## src/rtl/srrx_pkg.sv

```systemverilog
// Shared types and sizing helpers for the byte-serial receive sequencer.
package srrx_pkg;

    typedef enum logic [2:0] {
        CLEAR   = 3'd0,
        COLLECT = 3'd1,
        SETUP   = 3'd2,
        STROBE  = 3'd3,
        FULL    = 3'd4
    } state_t;

    function automatic int nbytes_of(input int m);
        return m / 8;
    endfunction

    function automatic int cnt_width(input int nbytes);
        return $clog2(nbytes + 1);
    endfunction

    // The idle counter only has to reach TIMEOUT-1; expiry is decoded from that value
    function automatic int idle_width(input int timeout);
        return (timeout < 2) ? 1 : $clog2(timeout);
    endfunction

endpackage

```

## src/rtl/srrx_idle_timer.sv

```systemverilog
// Inter-byte idle counter; expire is asserted combinationally on the idle cycle that reaches TIMEOUT.
module srrx_idle_timer
    import srrx_pkg::*;
#(
    parameter int TIMEOUT = 255
) (
    input  logic clk,
    input  logic rst,
    input  logic clear,
    input  logic enable,
    output logic expire
);

    localparam int W         = idle_width(TIMEOUT);
    localparam bit ENABLED   = (TIMEOUT > 0);
    localparam int LIMIT_INT = ENABLED ? TIMEOUT - 1 : 0;
    localparam logic [W-1:0] LIMIT = LIMIT_INT[W-1:0];

    logic [W-1:0] count;

    assign expire = ENABLED && enable && (count == LIMIT);

    always_ff @(posedge clk) begin
        if (!rst) begin
            count <= '0;
        end else if (clear || expire) begin
            count <= '0;
        end else if (enable && ENABLED) begin
            count <= count + 1'b1;
        end
    end

endmodule

```

## src/rtl/sr_receive_ctrl.sv

```systemverilog
// Receive shift-register sequencer: byte handshake in, shift strobe/clear out, word handshake to consumer.
// Optional SRRX_WORD_CNT_EN adds a 16-bit delivered-word counter output.
module sr_receive_ctrl
    import srrx_pkg::*;
#(
    parameter int M       = 8,
    parameter int TIMEOUT = 255
) (
    input  logic                                 clk,
    input  logic                                 rst,
    input  logic [7:0]                           byte_in,
    input  logic                                 byte_valid,
    output logic                                 byte_ready,
    output logic [7:0]                           sr_in,
    output logic                                 sr_set,
    output logic                                 sr_rst,
    output logic                                 word_valid,
    input  logic                                 word_ready,
    output logic [cnt_width(nbytes_of(M))-1:0]   byte_cnt,
    output logic                                 timeout_err
`ifdef SRRX_WORD_CNT_EN
    ,
    output logic [15:0]                          word_count
`endif
);

    localparam int NBYTES = nbytes_of(M);
    localparam int CW     = cnt_width(NBYTES);
    localparam logic [CW-1:0] NB = CW'(NBYTES);

    state_t          state;
    state_t          next_state;
    logic [CW-1:0]   cnt_inc;
    logic [CW-1:0]   cnt_next;
    logic [7:0]      sr_in_next;
    logic            accept;
    logic            idle_clear;
    logic            idle_enable;
    logic            expire;

    assign accept      = byte_valid && byte_ready;
    assign cnt_inc     = byte_cnt + 1'b1;
    assign idle_clear  = (state != COLLECT) || accept;
    assign idle_enable = (state == COLLECT) && (byte_cnt != '0) && !accept;

    srrx_idle_timer #(
        .TIMEOUT (TIMEOUT)
    ) u_idle_timer (
        .clk    (clk),
        .rst    (rst),
        .clear  (idle_clear),
        .enable (idle_enable),
        .expire (expire)
    );

    always_comb begin
        next_state = state;
        cnt_next   = byte_cnt;
        sr_in_next = sr_in;
        case (state)
            CLEAR: begin
                next_state = COLLECT;
                cnt_next   = '0;
            end
            COLLECT: begin
                if (accept) begin
                    next_state = SETUP;
                    sr_in_next = byte_in;
                end else if (expire) begin
                    next_state = CLEAR;
                end
            end
            SETUP: begin
                next_state = STROBE;
            end
            STROBE: begin
                cnt_next   = cnt_inc;
                next_state = (cnt_inc == NB) ? FULL : COLLECT;
            end
            FULL: begin
                if (word_ready) begin
                    next_state = CLEAR;
                end
            end
            default: begin
                next_state = CLEAR;
            end
        endcase
        // Byte count drops with sr_rst so it always reflects what the register really holds
        if (next_state == CLEAR) begin
            cnt_next = '0;
        end
    end

    // Every output is a registered decode of the state being entered
    always_ff @(posedge clk) begin
        if (!rst) begin
            state       <= CLEAR;
            sr_in       <= '0;
            sr_set      <= 1'b1;
            sr_rst      <= 1'b0;
            byte_ready  <= 1'b0;
            word_valid  <= 1'b0;
            byte_cnt    <= '0;
            timeout_err <= 1'b0;
        end else begin
            state       <= next_state;
            sr_in       <= sr_in_next;
            sr_set      <= (next_state != STROBE);
            sr_rst      <= (next_state != CLEAR);
            byte_ready  <= (next_state == COLLECT);
            word_valid  <= (next_state == FULL);
            byte_cnt    <= cnt_next;
            timeout_err <= expire;
        end
    end

`ifdef SRRX_WORD_CNT_EN
    logic [15:0] word_cnt;

    always_ff @(posedge clk) begin
        if (!rst) begin
            word_cnt <= '0;
        end else if ((state == FULL) && word_ready) begin
            word_cnt <= word_cnt + 16'd1;
        end
    end

    assign word_count = word_cnt;
`endif

endmodule

```

## config.mk

```make
export PLATFORM = sky130hd
export DESIGN_NAME = sr_receive_ctrl
export DESIGN_NICKNAME = d
export VERILOG_FILES = /design/src/rtl/srrx_pkg.sv /design/src/rtl/srrx_idle_timer.sv /design/src/rtl/sr_receive_ctrl.sv
export SDC_FILE = /design/constraint.sdc
export NUM_CORES = 1
export LEC_CHECK = 0
export BUFFER_PORTS_ARGS = -buffer_cell sky130_fd_sc_hd__buf_2
export CAP_MARGIN = 15
export CELL_PAD_IN_SITES_DETAIL_PLACEMENT = 1
export CELL_PAD_IN_SITES_GLOBAL_PLACEMENT = 1
export CORE_UTILIZATION = 34
export DETAILED_ROUTE_END_ITERATION = 10
export PLACE_DENSITY = 0.75
export SYNTH_ARGS = -nofsm -noshare
export SYNTH_HDL_FRONTEND = slang
export SYNTH_SLANG_ARGS = --single-unit
```

## constraint.sdc

```tcl
create_clock -name clk -period 1.3 [get_ports clk]
set_input_delay 0.13 -clock clk [delete_from_list [all_inputs] [get_ports clk]]
set_output_delay 0.13 -clock clk [all_outputs]
set_load 0.1 [all_outputs]
```

# ---- Yosys cells after proc, flatten, opt, wreduce, memory -nomap -nowiden
# Cells that the tools add are included.
dict set report op_classes {
  n_addsub 2
  n_eq_ne 9
  n_mux 6
  n_bitwise 1
  n_reduce_logical 14
}
# op count
set ops {}
lappend ops {{$pmux 3 s5} 1}
lappend ops {{$mux 3} 4}
lappend ops {{$add 8x1->8 const B} 1}
lappend ops {{$eq 8x8->1 const B} 1}
lappend ops {{$eq 3x1->1 const B} 2}
lappend ops {{$eq 3x2->1 const B} 2}
lappend ops {{$eq 3x3->1 const B} 2}
lappend ops {{$logic_not 3->1} 2}
lappend ops {{$logic_and 1x1->1} 4}
lappend ops {{$reduce_or 2->1} 2}
lappend ops {{$ne 3x1->1 const B} 1}
lappend ops {{$ne 3x2->1 const B} 1}
lappend ops {{$reduce_bool 3->1} 1}
lappend ops {{$logic_or 1x1->1} 2}
lappend ops {{$pmux 1 s2} 1}
lappend ops {{$reduce_and 2->1} 1}
lappend ops {{$reduce_bool 2->1} 1}
lappend ops {{$add 1x1->1 const B} 1}
lappend ops {{$logic_not 1->1} 1}
lappend ops {{$not 1->1} 1}
dict set report word_totals {
  reg_bits 25
  inputBits 12
  output_inout_bits 14
  elab_cells 41
}

# ---- Depth between registers and ports, before layout
# Gate-level depths: netlist of run 1.
dict set report depth {
  ltp_word 9
  ltp_mapped 6
  mapped_depth_nobuf 6
}

# ---- Modules after synthesis
# A second synthesis of run 1 with hierarchy kept.
dict set report unflattened {
  hier_cells 125
  hier_area_um2 1151.1
}
# module instances cells_per_inst area_each_um2 seq_area_each_um2
set by_module_without_submodules {}
lappend by_module_without_submodules {sr_receive_ctrl 1 79 744.5 340.3}
lappend by_module_without_submodules {srrx_idle_timer 1 46 406.6 160.2}

# ---- Worst setup path before layout of run 1
# Ideal clock, no wire load.
dict set report synth_path {
  path_kind {register to register}
  from {reg byte_cnt}
  to {reg u_idle_timer.count[7]}
  setup_time_ns 0.072
  arrival_ns 1.988
  required_time_ns 1.228
  setup_slack_ns -0.761
  path_stages_with_launch 5
  path_buffers 0
  period_less_slack_ns 2.061
  path_cell_list {dfxtp_1 a21boi_2 nand3_1 or3_1 a21oi_1}
}
dict set report synth_between {
  elab_chain_cells 5
}
# element line
set synth_lines {}
lappend synth_lines {{from (decl)} sr_receive_ctrl.sv:19} ;# output logic [cnt_width(nbytes_of(M))-1:0] byte_cnt,
lappend synth_lines {{from (signal assigned)} sr_receive_ctrl.sv:113} ;# byte_cnt <= cnt_next;
lappend synth_lines {{$logic_and 1x1->1 (*) (2 in a row)} sr_receive_ctrl.sv:44} ;# assign idle_enable = (state == COLLECT) && (byte_cnt != '0) && !accept;
lappend synth_lines {{$logic_and 1x1->1} srrx_idle_timer.sv:21} ;# assign expire = ENABLED && enable && (count == LIMIT);
lappend synth_lines {{$logic_or 1x1->1} srrx_idle_timer.sv:26} ;# end else if (clear || expire) begin
lappend synth_lines {{$reduce_or 2->1 (no line)} -}
lappend synth_lines {{to (signal assigned)} srrx_idle_timer.sv:29} ;# count <= count + 1'b1;
lappend synth_lines {{to (decl)} srrx_idle_timer.sv:19} ;# logic [W-1:0] count;
# Every way passes the cells marked *; elsewhere a longest branch is shown, timed or not.
# A chain may end at the register's enable or synchronous reset.

# ---- Worst setup path after layout of run 1
dict set report layout_path {
  from {reg u_idle_timer.count[1]}
  to {reg byte_ready}
}
dict set report layout_between {
  elab_chain_cells 6
}
# element line
set layout_lines {}
lappend layout_lines {{$eq 8x8->1} srrx_idle_timer.sv:21}
lappend layout_lines {{$logic_and 1x1->1} srrx_idle_timer.sv:21}
lappend layout_lines {{$mux 3} sr_receive_ctrl.sv:69} ;# end else if (expire) begin
lappend layout_lines {{$mux 3} sr_receive_ctrl.sv:66} ;# if (accept) begin
lappend layout_lines {{$pmux 3 s5} sr_receive_ctrl.sv:60} ;# case (state)
lappend layout_lines {{$eq 3x1->1} sr_receive_ctrl.sv:111} ;# byte_ready <= (next_state == COLLECT);
lappend layout_lines {{to (signal assigned)} sr_receive_ctrl.sv:111}
lappend layout_lines {{to (decl)} sr_receive_ctrl.sv:13} ;# output logic byte_ready,
# Every way passes these cells.

==> metrics.md, run 1 <==
| Metric | Value |
|---|---|
| Die H | just under 60 µm |
| Synth Area in Simple Gates | 0.281 |
| Type of destination of the critical path | flop |
| Clock buffer depth | 2 |
| CP max stage delay | 0.41 ns |
| Mapped Cells | 116 |
| Register Area | 515 µm² |
| GR Util met1 | 0.240 |
| Leakage | 0.000639 µW |
| Core Area | 0.00285 mm² |
| Sequential Power Share | 0.443 |
| Fill count | 340 |
| Post-synth top area share | 0.472 |
| Most frequent cells in the layout | 25 x buf_4, 22 x nand2_1, 21 x buf_2 |
| Initial Util | 0.372 |
| Cell-internal power | 1180 µW |
| Routed WL | 3190 µm |
| Synth async-reset ratio | 0 |
| TritonCTS Buffers | 3 |
| Largest net degree at the start of global routing | 14 |
| RR Startpoint | u_idle_timer.count[1]$_SDFFE_PP0P_ |
| Switching part of the total | 0.403 |
| Critical path class | reg -> reg |
| # hold bufs at CTS | 0 |
| Clk_lat worst skew | 0.33 ns |
| Failing checks | design-rule violations, negative setup slack |
| Slew margin rel. | 0.672 |
| CTS tree | done |
| P_sw | 795 µW |
| Worst R2R Path Depth | 5 |
| Combinational share of power | 0.372 |
| Largest family of logic cells by synthesized area | simple AND/OR/NAND/NOR gates |
| Unique masters post-synth | 32 |
| Syn-to-layout area delta | 47.1% |
| Vias/cell | 5.18 |
| GRT overflow | 0 |
| Share of cells above drive strength 1 | 0.497 |
| Hold_sp | byte_in[7] |
| Worst reg-to-reg setup slack | -0.12 ns |
| Commonest non-fill, non-tap cell in the layout | buf_4 |
| M3 GR Usage | 0.0402 |
| Req. time, crit path | 1.52 ns |
| CTS clk-pin slew, worst paths | 0.14 ns |
| Final Setup Violations | 13 |
| Max Clk Rate | about 700 MHz |
| Number of H-tree levels | 1 |
| Area occupied by multi-input gates | about 620 µm² |
| Largest cells by area after synthesis | dfxtp_1 47%, nand2_1 7.8%, a21boi_0 5.7% |
| Die W | 57.9 µm |
| Crit path DAT | around 1.6 ns |
| Final Max Slew Viols | 0 |
| Final Cycle Share | 1.09 |
| Post-synthesis compound-gate area fraction | 0.138 |
| Initial DRC Count | 23 |
| Clk pwr share | 0.185 |
| Met2 Use GR | 0.358 |
| Reg2reg end | byte_ready$_SDFF_PN0_ |
| Status | finished, violations left |
| CP max FO | 5 |
| Initial antenna violation count | 0 |
| CTS Sinks | 25 |
| DR WL/cell | between 15 and 20 µm |
| Crit path launch type | flop |
| RSZ-0062 raised after global routing | true |
| Worst path bufs/invs | 0 |
| Final net count | 184 |
| Pre-CTS setup slack | -0.0820 ns |
| Post-Synth XOR/XNOR Area | 0.0495 |
| EDFF count, synth | 0 |
| Minimum clock period | 1.42 ns |
| YS warnings | 0 |
| Pre-antenna DRT Iters | 9 |
| Num ports | 26 |
| Syn_nets | 130 |
| Worst min path class | in -> reg |
| Delay-heaviest family, CP | simple AND/OR/NAND/NOR gates |
| Final setup margin | -0.120 ns |
| Worst-Margin Slew | ~0.50 ns |
| MaxCap Viol Count | 0 |
| Power per cell area | 1260 mW/mm² |
| Hold path depth | 3 |
| First-pass GRT wire length | around 5100 µm |
| Clk root buf | clkbuf_4 |
| Ant. Diodes | 0 |
| Worst vdd ir | between 0.6 and 0.7 mV |
| DR vias | just over 1k |
| Final Hold Fails | 0 |
| Gr usage total | 0.201 |
| Mux cell area share after synthesis | 0.0106 |
| Mapped Avg Cell Area | 9.15 µm² |
| WHS | 0.0132 ns |
| Grt peak-use layer | met2 |
| Clk_skew | 0.00591 ns |
| Largest area contributor in the netlist | dfxtp_1 |
| # rows | 19 |
| Min-Delay Endpoint | sr_in[7]$_SDFFE_PN0P_ |
| Routability Congestion | 0.781 |
| Share of the yosys chip area belonging to registers | 0.472 |
| Crit. Startpoint | u_idle_timer.count[1]$_SDFFE_PP0P_ |
| Die footprint | 0.00335 mm² |
| Vias in the first global route | 1098 |
| Synth Register Bits | 25 |
| Post-route ant nets | 0 |
| Drt drc | 2 |
| CP max stage cell | dfxtp_1 |
| Synth Cell Area | 0.00106 mm² |
| Buffers on Ports | 25 |
| Top FF cell, synth | dfxtp_1 |
| Post-synthesis adder-cell area fraction | 0.0236 |
| Worst-path cell chain | ha_4 -> and2_4 -> nand4_1 -> a41oi_2 -> nor2_1 |
| Dpl hpwl | 1970 µm |
flip-flops by register name (all words and copies together) (netlist names):
| name | cells |
|---|---|
| byte_ready | 1 |
| u_idle_timer.count | 8 |
| sr_in | 8 |
| timeout_err | 1 |
| sr_set | 1 |
| byte_cnt | 1 |
| word_valid | 1 |
| state | 3 |
| sr_rst | 1 |
cells by family (layout without fill, tap and decap cells):
group / count (synthesis) / count (layout)
and+or+nand+nor: 56 / 56
DFF: 25 / 25
AOI/OAI and AO/OA: 21 / 21
xor gates and xnor gates: 6 / 6
buffers and inverters: 5 / 58
adders and majority gates: 2 / 2
muxes: 1 / 1
per-stage QoR:
stage                     std cells  total power, µW  area, µm²  TNS [ns]  utilization
after detailed placement        188             1510       1360    -0.651        0.478
after CTS                       197             1890       1490    -0.243        0.522
after floorplan                 116             1350       1080    -0.223            -
after global placement          188             1490       1360   -0.0504        0.478
after global routing            200             2060       1560     -2.06        0.547
final                           200             1970       1560     -1.24        0.547
power by group through the flow:
stage               sequential (µW)  combinational, µW  clock (µW)
finish                          872                732         365
global route                    879                770         407
CTS                             870                664         357
detailed placement              883                623           0
global placement                880                610           0
floorplan                      1180                171           0
layer usage:
layer	wire length, µm	vias up	share of wire
li1	-	507	-
met5	0	-	0
met2	1660	21	0.52
met3	108	6	0.034
met1	1370	502	0.43
met4	58	0	0.018
tightest hold or removal path: stages:
cell and delay (ns):
buf_2 0.09, nand2_1 0.04, a21boi_1 0.05
cells in the mapped netlist, types with 2 or more instances:
cell      number
dfxtp_1       25
nand2_1       22
nor2_1         9
a21boi_0       8
a21oi_1        6
nand4_1        5
xor2_1         5
nand2b_1       4
and2_1         3
nand3_1        3
and3_1         2
ha_1           2
inv_1          2
o21a_1         2
worst max-delay path by stage:
stage               depth (start not counted)                                  to  slack, ns
floorplan                                   4  u_idle_timer.count[7]$_SDFFE_PP0P_      -0.13
CTS                                         4  u_idle_timer.count[7]$_SDFFE_PP0P_      -0.05
global route                                5               byte_ready$_SDFF_PN0_      -0.19
global placement                            7                   sr_set$_SDFF_PN1_      -0.04
finish                                      5               byte_ready$_SDFF_PN0_      -0.12
detailed placement                          5               sr_in[1]$_SDFFE_PN0P_      -0.08
layout make-up:
cell class              instances  area share
multi-input cells              86       0.399
flip-flops and latches         25       0.330
repair buffers                 52       0.224
clock buffers                   4      0.0168
inverters                       2     0.00481
well taps                      31      0.0249
what timing repair did:
item | 4_1_cts | 5_1_grt
buffers inserted | 6 | 4
pin swaps | 12 | 6
endpoints found under the setup margin | 23 | 25
resized for setup | 23 | 16
No activity file was read; power rests on OpenSTA's default activity.
==> run 2: changes to the inputs <==
--- a/config.mk
+++ b/config.mk
@@ -9,9 +9,11 @@
 export CAP_MARGIN = 15
 export CELL_PAD_IN_SITES_DETAIL_PLACEMENT = 1
 export CELL_PAD_IN_SITES_GLOBAL_PLACEMENT = 1
-export CORE_UTILIZATION = 34
+export CORE_UTILIZATION = 36
+export CTS_BUF_LIST = sky130_fd_sc_hd__clkbuf_4
 export DETAILED_ROUTE_END_ITERATION = 10
-export PLACE_DENSITY = 0.75
+export PLACE_DENSITY = 0.79
+export SLEW_MARGIN = 40
 export SYNTH_ARGS = -nofsm -noshare
 export SYNTH_HDL_FRONTEND = slang
 export SYNTH_SLANG_ARGS = --single-unit
==> run 2 against run 1 <==
Compared with the run above:
- the run ends with negative setup slack left
- design area increased by 3.4%
- clock power decreased by 5%
- sequential share of layout area decreased by 1.3 points
- core utilization increased by 3.3 points
- hold slack improved by 0.029 ns
- fmax increased by 3.2%
- wire length decreased by 4.2%
- via count unchanged
- total power increased by 0.49%
- critical path type unchanged
- largest cell class unchanged
==> metrics.md, run 2 (synthesized netlist as in run 1, its figures left out) <==
| Metric | Value |
|---|---|
| Power per cell area | 1230 mW/mm² |
| Num ports | 26 |
| Final Cycle Share | 1.06 |
| Worst reg-to-reg setup slack | -0.08 ns |
| Status | finished, violations left |
| Worst-Margin Slew | 0.487 ns |
| Die footprint | 0.00317 mm² |
| Clock buffer depth | 2 |
| Vias in the first global route | 1082 |
| Leakage | ~0.00064 µW |
| M3 GR Usage | 0.0507 |
| Worst vdd ir | roughly 0.80 mV |
| DR vias | 1036 |
| Worst min path class | in -> reg |
| # rows | 19 |
| Final Max Slew Viols | 0 |
| Minimum clock period | 1.38 ns |
| Req. time, crit path | 1.53 ns |
| GR Util met1 | 0.220 |
| Hold_sp | byte_in[4] |
| CP max stage cell | dfxtp_2 |
| Largest net degree at the start of global routing | 15 |
| CTS Sinks | 25 |
| Die W | 56.3 µm |
| Final net count | 180 |
| Routability Congestion | ~0.77 |
| Worst R2R Path Depth | 5 |
| CTS clk-pin slew, worst paths | 0.13 ns |
| Crit. Startpoint | state[1]$_SDFF_PN0_ |
| Crit path launch type | flop |
| Syn-to-layout area delta | 52.1% |
| Met2 Use GR | 0.371 |
| Biggest regs | sr_in (8), u_idle_timer.count (8), state (3) |
| Final Hold Fails | 0 |
| Reg2reg end | u_idle_timer.count[6]$_SDFFE_PP0P_ |
| Initial Util | 0.381 |
| GRT overflow | 0 |
| MaxCap Viol Count | 0 |
| RR Startpoint | state[1]$_SDFF_PN0_ |
| Post-route ant nets | 0 |
| Grt peak-use layer | met2 |
| CP max stage delay | 0.36 ns |
| Max Clk Rate | 727 MHz |
| Pre-antenna DRT Iters | 4 |
| Fin util | 0.580 |
| Most frequent cells in the layout | 21 x buf_4, 20 x dfxtp_1, 15 x buf_2 |
| Cell Count, Final, Fillers Out | 196 |
| Gr usage total | 0.202 |
| Drt drc | 0 |
| Slew margin rel. | 0.677 |
| Critical path class | reg -> reg |
| Hold path depth | 3 |
| TritonCTS Buffers | 3 |
| Placed instance count | 188 |
| Number of H-tree levels | 1 |
| Type of destination of the critical path | flop |
| Clk root buf | clkbuf_4 |
| Routed WL | 3060 µm |
| Share of cells above drive strength 1 | 0.533 |
| Initial antenna violation count | 0 |
| Worst-path cell chain | nor3b_4 -> buf_6 -> nand4_1 -> xor2_2 -> nor2_4 |
| Initial DRC Count | 22 |
| Vias/cell | 5.29 |
| Clk_lat worst skew | between 0.3 and 0.4 ns |
| Min-Delay Endpoint | sr_in[4]$_SDFFE_PN0P_ |
| DR WL/cell | 15.6 µm |
| Clk_skew | 0.00351 ns |
| Final setup margin | -0.0759 ns |
| Die H | 56.3 µm |
| Core Area | 0.00278 mm² |
| CTS tree | done |
| RSZ-0062 raised after global routing | true |
| Setup tns final | -0.389 ns |
| # hold bufs at CTS | 0 |
| Failing checks | negative setup slack |
| Commonest non-fill, non-tap cell in the layout | buf_4 |
| Crit path DAT | 1.61 ns |
| Buffers on Ports | 25 |
| Dpl hpwl | 2150 µm |
| CP max FO | 8 |
| Final Setup Violations | 18 |
| Ant. Diodes | 0 |
| First-pass GRT wire length | 4900 µm |
## run 2: through the flow
stage	cell area (µm²)	power (µW)	setup slack (ns)	hold WS, ns
2_1_floorplan	1080	1350	-0.130	0.271
3_3_place_gp	1360	1490	-0.0549	0.386
3_5_place_dp	1360	1500	-0.140	0.402
4_1_cts	1480	1900	-0.0226	0.0377
5_1_grt	1610	2070	-0.147	0.0221
6_report	1610	1980	-0.0759	0.0422
## run 2: layout make-up
class	instances	area, µm²
fillers	322	1170
multi-input cells	86	682
flip-flops and latches	25	512
repair buffers	48	347
well taps	31	38.8
clock buffers	3	22.5
inverters	2	7.51
clock inverters	1	5.00
## run 2: what timing repair did
item / in CTS / in global routing
pin swaps: 7 / 20
setup endpoints to repair: 23 / 23
buffers inserted: 3 / 2
resized for setup: 22 / 41
## run 2: metal layers
layer	vias up	share of wire
met1	508	0.40
li1	502	-
met5	-	0
met2	24	0.56
met4	0	0.0075
met3	2	0.034
## run 2: worst max-delay path by stage
| stage | to | slack [ns] | cells past startpoint |
|---|---|---|---|
| floorplan | u_idle_timer.count[7]$_SDFFE_PP0P_ | -0.13 | 4 |
| global placement | sr_set$_SDFF_PN1_ | -0.05 | 7 |
| detailed placement | sr_in[7]$_SDFFE_PN0P_ | -0.14 | 4 |
| CTS | sr_in[7]$_SDFFE_PN0P_ | -0.02 | 5 |
| global route | u_idle_timer.count[6]$_SDFFE_PP0P_ | -0.15 | 5 |
| finish | u_idle_timer.count[6]$_SDFFE_PP0P_ | -0.08 | 5 |
## run 2: power breakdown
part	total [µW]	switching (µW)	leakage (µW)	internal, µW
sequential	881	55.6	0.000205	825
combinational	751	507	0.000416	244
clock	348	232	0.0000177	115
## run 2: critical path: cells and delay by family, from the launching register on
family	cells	cell delay [ns]
AND/OR/NAND/NOR	3	0.52
flip-flops	1	0.36
buffers and inverters	1	0.18
XOR/XNOR	1	0.23
